[src/rtl/mult_req_initiator.sv]
// rtl/mult_req_initiator.sv - parity-protected req/ack initiator for the multiplier core
module mult_req_initiator #(
    parameter int ARG_W   = 16,
    parameter int RES_W   = 32,
    parameter int TIMEOUT = 64
) (
    input  logic             clk,
    input  logic             rst_n,
    input  logic             cmd_valid,
    output logic             cmd_ready,
    input  logic [ARG_W-1:0] cmd_a,
    input  logic [ARG_W-1:0] cmd_b,
    input  logic             cmd_err_a,
    input  logic             cmd_err_b,
    output logic             req,
    output logic [ARG_W-1:0] arg_a,
    output logic             arg_a_parity,
    output logic [ARG_W-1:0] arg_b,
    output logic             arg_b_parity,
    input  logic             ack,
    input  logic [RES_W-1:0] result,
    input  logic             result_parity,
    input  logic             result_rdy,
    input  logic             arg_parity_error,
    output logic             rsp_valid,
    input  logic             rsp_ready,
    output logic [RES_W-1:0] rsp_result,
    output logic             rsp_par_ok,
    output logic             rsp_arg_err,
    output logic             rsp_timeout,
    output logic             proto_err
);

    typedef enum logic [1:0] {IDLE, REQ, WAIT_RES, RESP} state_t;

    state_t      state;
    state_t      state_nxt;
    logic [15:0] timer;
    logic        accept;
    logic        capture;
    logic        time_out;
    logic        last_cycle;
    logic        proto_hit;

    always_ff @(posedge clk or negedge rst_n) begin
        if (!rst_n) begin
            state <= IDLE;
        end else begin
            state <= state_nxt;
        end
    end

    // A result that lands on the final timer cycle is taken in preference to the timeout.
    always_comb begin
        state_nxt  = state;
        accept     = 1'b0;
        capture    = 1'b0;
        time_out   = 1'b0;
        last_cycle = (timer == 16'(TIMEOUT - 1));
        case (state)
            IDLE: begin
                if (cmd_valid) begin
                    accept    = 1'b1;
                    state_nxt = REQ;
                end
            end
            REQ: begin
                if (ack && result_rdy) begin
                    capture   = 1'b1;
                    state_nxt = RESP;
                end else if (last_cycle) begin
                    time_out  = 1'b1;
                    state_nxt = RESP;
                end else if (ack) begin
                    state_nxt = WAIT_RES;
                end
            end
            WAIT_RES: begin
                if (result_rdy) begin
                    capture   = 1'b1;
                    state_nxt = RESP;
                end else if (last_cycle) begin
                    time_out  = 1'b1;
                    state_nxt = RESP;
                end
            end
            RESP: begin
                if (rsp_ready) begin
                    state_nxt = IDLE;
                end
            end
            default: state_nxt = IDLE;
        endcase
    end

    always_comb begin
        proto_hit = 1'b0;
        if (ack && (state == IDLE || state == WAIT_RES || state == RESP)) begin
            proto_hit = 1'b1;
        end
        if (result_rdy && (state == IDLE || state == RESP || (state == REQ && !ack))) begin
            proto_hit = 1'b1;
        end
    end

    assign cmd_ready = (state == IDLE);
    assign req       = (state == REQ);
    assign rsp_valid = (state == RESP);

    always_ff @(posedge clk or negedge rst_n) begin
        if (!rst_n) begin
            timer        <= '0;
            arg_a        <= '0;
            arg_b        <= '0;
            arg_a_parity <= 1'b0;
            arg_b_parity <= 1'b0;
            rsp_result   <= '0;
            rsp_par_ok   <= 1'b0;
            rsp_arg_err  <= 1'b0;
            rsp_timeout  <= 1'b0;
            proto_err    <= 1'b0;
        end else begin
            proto_err <= proto_err | proto_hit;
            if (accept) begin
                timer        <= '0;
                arg_a        <= cmd_a;
                arg_b        <= cmd_b;
                arg_a_parity <= (^cmd_a) ^ cmd_err_a;
                arg_b_parity <= (^cmd_b) ^ cmd_err_b;
            end else if (state == REQ || state == WAIT_RES) begin
                timer <= timer + 16'd1;
            end
            if (capture) begin
                rsp_result  <= result;
                rsp_par_ok  <= ~((^result) ^ result_parity);
                rsp_arg_err <= arg_parity_error;
                rsp_timeout <= 1'b0;
            end else if (time_out) begin
                rsp_result  <= '0;
                rsp_par_ok  <= 1'b0;
                rsp_arg_err <= 1'b0;
                rsp_timeout <= 1'b1;
            end
        end
    end

endmodule

[config.mk]
export PLATFORM = sky130hd
export DESIGN_NAME = mult_req_initiator
export DESIGN_NICKNAME = d
export VERILOG_FILES = /design/src/rtl/mult_req_initiator.sv
export SDC_FILE = /design/constraint.sdc
export NUM_CORES = 1
export LEC_CHECK = 0
export ABC_CLOCK_PERIOD_IN_PS = 2040
export BUFFER_PORTS_ARGS = -buffer_cell sky130_fd_sc_hd__buf_4
export CAP_MARGIN = 15
export CORE_UTILIZATION = 42
export CTS_CLUSTER_SIZE = 28
export DETAILED_ROUTE_END_ITERATION = 6
export PLACE_DENSITY = 0.74
export SETUP_SLACK_MARGIN = 0.2
export SYNTH_ARGS = -nofsm -noshare
export SYNTH_HDL_FRONTEND = slang
export SYNTH_SLANG_ARGS = --single-unit
[constraint.sdc]
create_clock -name clk -period 2.04 [get_ports clk]
set_input_delay 0.204 -clock clk [delete_from_list [all_inputs] [get_ports clk]]
set_output_delay 0.204 -clock clk [all_outputs]
set_load 0.01 [all_outputs]
==> impl_metrics.tcl, run 1 <==
set metrics [dict create \
    syn-cell-area_um2 4110 \
    drv_cap 0 \
    synth_seq_area_share 0.535 \
    vias 3478 \
    viasPerCell 4.98 \
    end_kind "flip-flop" \
    ir_worst_vdd_mv 0.705 \
    outcome "completed" \
    slew_viol_final 0 \
    syn_inst 394 \
    setup_violations 0 \
    nFillCells 796 \
    critPathMaxStageDelay_ns 0.39 \
    wl_mm 11.0 \
    num_io_pins 147 \
    relSlewSlack 0.626 \
    switching_power_uw 2970 \
    portBuffers 146 \
    reg2reg_slack_ns 0.05 \
    dieArea_um2 10200 \
    placed_area_um2 5450 \
    cts_tree "done" \
    synth_nets 473 \
    crit_fanout 7 \
    min_path_cells 3 \
    min_from "cmd_b[9]" \
    regToRegStartpoint "timer[0]" \
    worstMarginPinSlew_ns 0.561 \
    grt_use_total 0.216 \
    antennaDiodeCount 0 \
    cts_max_path_buffers 2 \
    die_h_um 101 \
    worstRegToRegCells 6 \
    finalCritPeriodShare 0.974 \
    switching_share 0.353 \
    rsz0062_at_grt "yes" \
    setup_ws_ns 0.0529 \
    place_ws_ns -0.0396 \
    total_leakage_power_uw 0.00298 \
    p_seq_frac 0.341 \
    clock_skew_ns 0.0128 \
    critPathLaunch "timer[0]" \
    layout_min_cycle_time_ns 1.99 \
    avgRoutedWirePerCell_um 15.7 \
    final_area_um2 5950 \
    design.core.area_um2 9370 \
    clk_pin_slew_worst_paths_ns 0.09 \
    drive_gt1_frac 0.368 \
    grt_pass1_vias 3435 \
    cp-start-kind "flip-flop" \
    power_density_nw_per_um2 1420 \
    grt_pass1_wl_mm 17.0 \
    cts-buffers-inserted 9 \
    first_pass_iters 4 \
    crit_arrival_ns 2.22 \
    comb_power_share 0.476 \
    fin_util 0.635 \
    cts_root_buffer "clkbuf_8" \
    grt-ovfl-total 0 \
    grt_max_degree 43 \
    hold_viol 0 \
    drc 0 \
    cp.required_ns 2.28 \
    ys_types 33 \
    avgSynthCellArea_um2 10.4 \
    clkPwrFrac 0.184 \
    seqCellArea_um2 2200 \
    p_int_uw 5450 \
    die_x_um 101 \
    clk_latency_ns 0.35 \
    path_class "flip-flop to flip-flop" \
    drt_iter0_markers 124 \
    htree_levels 3 \
    timing.fmax_ghz 0.503 \
    hold_class "primary input to flip-flop" \
    ant_nets 0 \
    synth_warnings 0 \
    crit_chain "ha_2 > or3b_4 > nor4_4 > and3_4 > nor2_4 > a22o_1" \
    synth_seq_cells 88 \
    fp-row-count 35 \
    crit_slowest_cell "or3b_4" \
    area_delta_synth_final_pct 44.6 \
    nNetsFinal 645 \
    cts_sinks 88 \
    multiInputGateArea_um2 1960 \
    place_congestion 0.804 \
    antenna_found_initial 0 \
    initial_core_util 0.439 \
    dpl.hpwl_mm 7.44 \
    fin_setup_tns_ns 0 \
]
power by group through the flow:
| stage | combinational [uW] | clock, uW | sequential (uW) |
|---|---|---|---|
| after floorplan | 1650 | 0 | 3120 |
| after global placement | 3430 | 0 | 2860 |
| final | 4010 | 1550 | 2870 |
| after detailed placement | 3540 | 0 | 2890 |
| after global routing | 4360 | 1640 | 2950 |
| after CTS | 3710 | 1570 | 2870 |
sequential cells by signal (all words and copies together), names as in the netlist:
name and count:
rsp_timeout 1, rsp_arg_err 1, rsp_result 32, rsp_par_ok 1, arg_b 16, arg_a_parity 1, state 2, arg_a 16
timer 16, arg_b_parity 1, proto_err 1
worst max-delay path, delay by kind of cell (launching register included):
| kind | cells | cell delay, ns |
|---|---|---|
| adders and majority gates | 1 | 0.19 |
| AOI/OAI and AO/OA | 1 | 0.22 |
| and+or+nand+nor | 4 | 1.09 |
| DFF | 1 | 0.37 |
worst paths after layout:
kind | end
worst max-delay path | rsp_par_ok
worst min-delay path | arg_b[9]
worst max register to register | rsp_par_ok
worst min register to register | arg_b[6]
max in group asynchronous | rsp_result[6]
min in group asynchronous | rsp_result[31]
synth_stat cells (all sizes together):
library cell    n  area, um2
a21oi           4       20.0
a221o           1       10.0
a22o           34        298
a311oi          1       8.76
and2            1       6.26
and3            2       17.5
buf             3       33.8
clkbuf         12       45.0
dfrtp          88       2200
ha              5       62.6
inv             5       18.8
mux2i           1       10.0
nand2         109        409
nand2b          2       12.5
nand3           5       25.0
nand4           5       31.3
nor2           24        100
nor3            2       10.0
nor4            2       27.5
o2111a          1       11.3
o21ai           5       25.0
o22ai           1       6.26
or3             1       6.26
or3b            1       8.76
or4             2       18.8
xnor2          55        482
xnor3           1       22.5
xor2           21        184
routing by layer:
layer  share of wire  GRT usage
met5               0          0
met4           0.012     0.0613
met3           0.053     0.0451
met2            0.51      0.358
met1            0.43      0.285
through the flow:
step | total power [uW] | instances | hold slack (ns)
2_1_floorplan | 4770 | 394 | -0.0916
3_3_place_gp | 6290 | 668 | 0.225
3_5_place_dp | 6430 | 668 | 0.236
4_1_cts | 8150 | 694 | 0.0394
5_1_grt | 8960 | 699 | 0.0440
6_report | 8420 | 699 | 0.0529
cell type report:
class,instances,share of cell area
clock buffer,10,0.0215
clock inverter,5,0.0217
inverter,5,0.00316
multi-input combinational,291,0.330
sequential,88,0.370
tap,129,0.0271
timing repair buffer,171,0.227
kinds of logic (layout without fill, tap and decap cells):
logic type	count (synthesis)	in the layout	synth area share
simple gates	156	161	0.164
flops	88	88	0.535
xor+xnor	77	77	0.167
compound gates	47	47	0.0922
buf+inv	20	191	0.0237
fa+ha+maj	5	5	0.0152
mux	1	1	0.00243
placed cells by master, fill, tap and decap left out, drive strengths merged:
| cell type | n |
|---|---|
| ha | 5 |
| a311oi | 1 |
| nor4 | 2 |
| xnor2 | 55 |
| clkbuf | 10 |
| a221o | 1 |
| or3b | 1 |
| mux2i | 1 |
| nand2 | 109 |
| xor2 | 21 |
| and3 | 2 |
| dlygate4sd3 | 1 |
| o22ai | 1 |
| nand3 | 5 |
| xnor3 | 1 |
| buf | 170 |
| inv | 6 |
| o2111a | 1 |
| a21oi | 4 |
| or4 | 2 |
| and2 | 1 |
| nand4 | 5 |
| bufinv | 4 |
| dfrtp | 88 |
| nor3 | 2 |
| nor2 | 29 |
| a22o | 34 |
| o21ai | 5 |
| nand2b | 2 |
| or3 | 1 |
timing repair:
item / in CTS / in global routing
resized for setup: 9 / 19
setup buffers: 5 / 5
setup endpoints to repair: 42 / 47
gates cloned: 5 / 0
pin swaps: 8 / 15
hold buffers: 1 / 0
endpoints found under the hold margin: 40 / 0
Note: power is estimated with default switching activity, not from simulation.
==> run 2, diff against run 1 <==
--- a/config.mk
+++ b/config.mk
@@ -8,10 +8,10 @@
 export ABC_CLOCK_PERIOD_IN_PS = 2040
 export BUFFER_PORTS_ARGS = -buffer_cell sky130_fd_sc_hd__buf_4
 export CAP_MARGIN = 15
-export CORE_UTILIZATION = 42
+export CORE_UTILIZATION = 45
 export CTS_CLUSTER_SIZE = 28
 export DETAILED_ROUTE_END_ITERATION = 6
-export PLACE_DENSITY = 0.74
+export PLACE_DENSITY = 0.78
 export SETUP_SLACK_MARGIN = 0.2
 export SYNTH_ARGS = -nofsm -noshare
 export SYNTH_HDL_FRONTEND = slang
==> constraint.sdc (replaced) <==
create_clock -name clk -period 2.04 [get_ports clk]
set_input_delay 0.408 -clock clk [delete_from_list [all_inputs] [get_ports clk]]
set_output_delay 0.408 -clock clk [all_outputs]
set_load 0.01 [all_outputs]
==> run 2 against run 1 <==
The flow now finishes with violations (DRC). Largest power group unchanged. Largest cell class unchanged. Clock skew up 0.0054 ns. Clock-buffer cell count down 1. Register-to-register slack worse by 0.03 ns. Wire length down 4.3%. Sequential cell count unchanged.
==> impl_metrics.tcl, run 2 (same netlist as run 1, synthesis figures left out) <==
set metrics [dict create \
    outcome "finished, violations left" \
    violations "DRC" \
    die_h_um 97.6 \
    layout_min_cycle_time_ns 2.01 \
    drt_iter0_markers 119 \
    dpl.hpwl_mm 7.15 \
    die_x_um 97.6 \
    path_class "flip-flop to flip-flop" \
    p_seq_frac 0.362 \
    timing.fmax_ghz 0.496 \
    cts_max_path_buffers 2 \
    cts_tree "done" \
    antennaDiodeCount 0 \
    num_io_pins 147 \
    slew_viol_final 0 \
    p_int_uw 4910 \
    design.core.area_um2 8810 \
    htree_levels 3 \
    cts-buffers-inserted 9 \
    fin_setup_tns_ns 0 \
    switching_share 0.378 \
    hold_viol 0 \
    setup_violations 0 \
    grt_pass1_vias 3532 \
    cts_root_buffer "clkbuf_8" \
    final_cell_mix "buf_4 (170), nand2_1 (109), dfrtp_1 (88), xnor2_1 (55), a22o_1 (34)" \
    cp.required_ns 2.33 \
    grt_pass1_wl_mm 17.1 \
    viasPerCell 5.06 \
    grt_use_total 0.227 \
    clk_latency_ns 0.36 \
    stdcell_count 682 \
    cts_sinks 88 \
    cp-start-kind "flip-flop" \
    end_kind "flip-flop" \
    dp_cells 649 \
    worstMarginPinSlew_ns 0.354 \
    ant_nets 0 \
    final_common_cell "buf_4" \
    nNetsFinal 648 \
    hold_class "primary input to flip-flop" \
    portBuffers 146 \
    crit_arrival_ns 2.31 \
    largest_reg_flops 32 \
    switching_power_uw 2980 \
    fp-row-count 34 \
    antenna_found_initial 0 \
    grt_max_degree 37 \
    clk_pin_slew_worst_paths_ns 0.10 \
    regMostFlops "rsp_result" \
    finalCritPeriodShare 0.988 \
    ir_worst_vdd_mv 0.883 \
    comb_power_share 0.492 \
    wl_mm 10.5 \
    avgRoutedWirePerCell_um 15.4 \
    grt-ovfl-total 0 \
    clock_skew_ns 0.0181 \
    drv_cap 0 \
    area_delta_synth_final_pct 41.8 \
    clkPwrFrac 0.147 \
    relSlewSlack 0.764 \
    drive_gt1_frac 0.371 \
    total_leakage_power_uw 0.00294 \
    dieArea_um2 9530 \
    vias 3452 \
    place_congestion 0.829 \
    nFillCells 700 \
    power_density_nw_per_um2 1350 \
    first_pass_iters 7 \
    rsz0062_at_grt "yes" \
    drc 28 \
    initial_core_util 0.467 \
    crit_fanout 7 \
    fin_util 0.662 \
]
-- run 2: cell count changes in the layout (fill, tap and decap cells not counted), moves of 2 or more --
| cell | previous run | this run |
|---|---|---|
| buf_12 | 4 | 2 |
| clkinvlp_4 | 0 | 2 |
| bufinv_16 | 4 | 0 |
| buf_4 | 164 | 170 |
| inv_6 | 1 | 3 |
-- run 2: power by group through the flow --
stage          clock network [uW]  logic [uW]  registers (uW)
2_1_floorplan                   0        1650            3120
3_3_place_gp                    0        3370            2860
3_5_place_dp                    0        3490            2880
4_1_cts                      1200        3670            2850
5_1_grt                      1260        4230            2930
6_report                     1160        3880            2850
-- run 2: through the flow --
step	hold slack, ns	total power, uW	area [um2]	setup WS (ns)
after global placement	0.328	6230	5410	0.0500
after CTS	0.232	7720	5730	0.0667
after floorplan	0.112	4770	4130	0.125
after global routing	0.241	8430	5830	-0.0442
after detailed placement	0.330	6360	5410	-0.0554
final	0.249	7890	5830	0.0252
-- run 2: worst max-delay path: stages, from the launching register on --
cell and delay, ns:
dfrtp_1 0.42, or4_4 0.56, nor4_4 0.25, and3_4 0.37, buf_4 0.16, buf_4 0.10, nor2_1 0.03, nor2_1 0.07
-- run 2: path summary, 6_finish.rpt --
path | from | endpoint | slack (ns) | cells after the start
hold reg to reg | arg_b[2] | arg_b[2] | 0.48 | 2
hold / removal | cmd_b[11] | arg_b[11] | 0.25 | 3
max in group asynchronous | rst_n | rsp_arg_err | 1.00 | 3
min in group asynchronous | rst_n | arg_b[2] | 0.48 | 2
setup reg to reg | timer[13] | rsp_timeout | 0.03 | 7
setup / recovery | timer[13] | rsp_timeout | 0.03 | 7
-- run 2: final cells by class --
cell class,instances,area (um2),area share
sequential,88,2200,0.378
multi-input combinational,291,1950,0.334
timing repair buffer,174,1340,0.230
tap,108,135,0.0232
clock buffer,9,124,0.0212
clock inverter,7,61.3,0.0105
inverter,5,18.8,0.00322
-- run 2: what timing repair did --
item,in CTS,in global routing
pin swaps,7,12
gates resized for setup,14,10
setup endpoints to repair,43,47
buffers inserted,5,6
hold buffers,1,0
cloned,3,2
hold endpoints to repair,21,0
-- run 2: per-layer routing --
layer  wire (um)  vias up  share of wire  GRT usage
met5           0        -              0          0
met4          99        0         0.0094     0.0711
met1        4600     1667           0.44      0.298
met2        5120      112           0.49      0.371
met3         679       13          0.065     0.0525
li1            -     1660              -          -
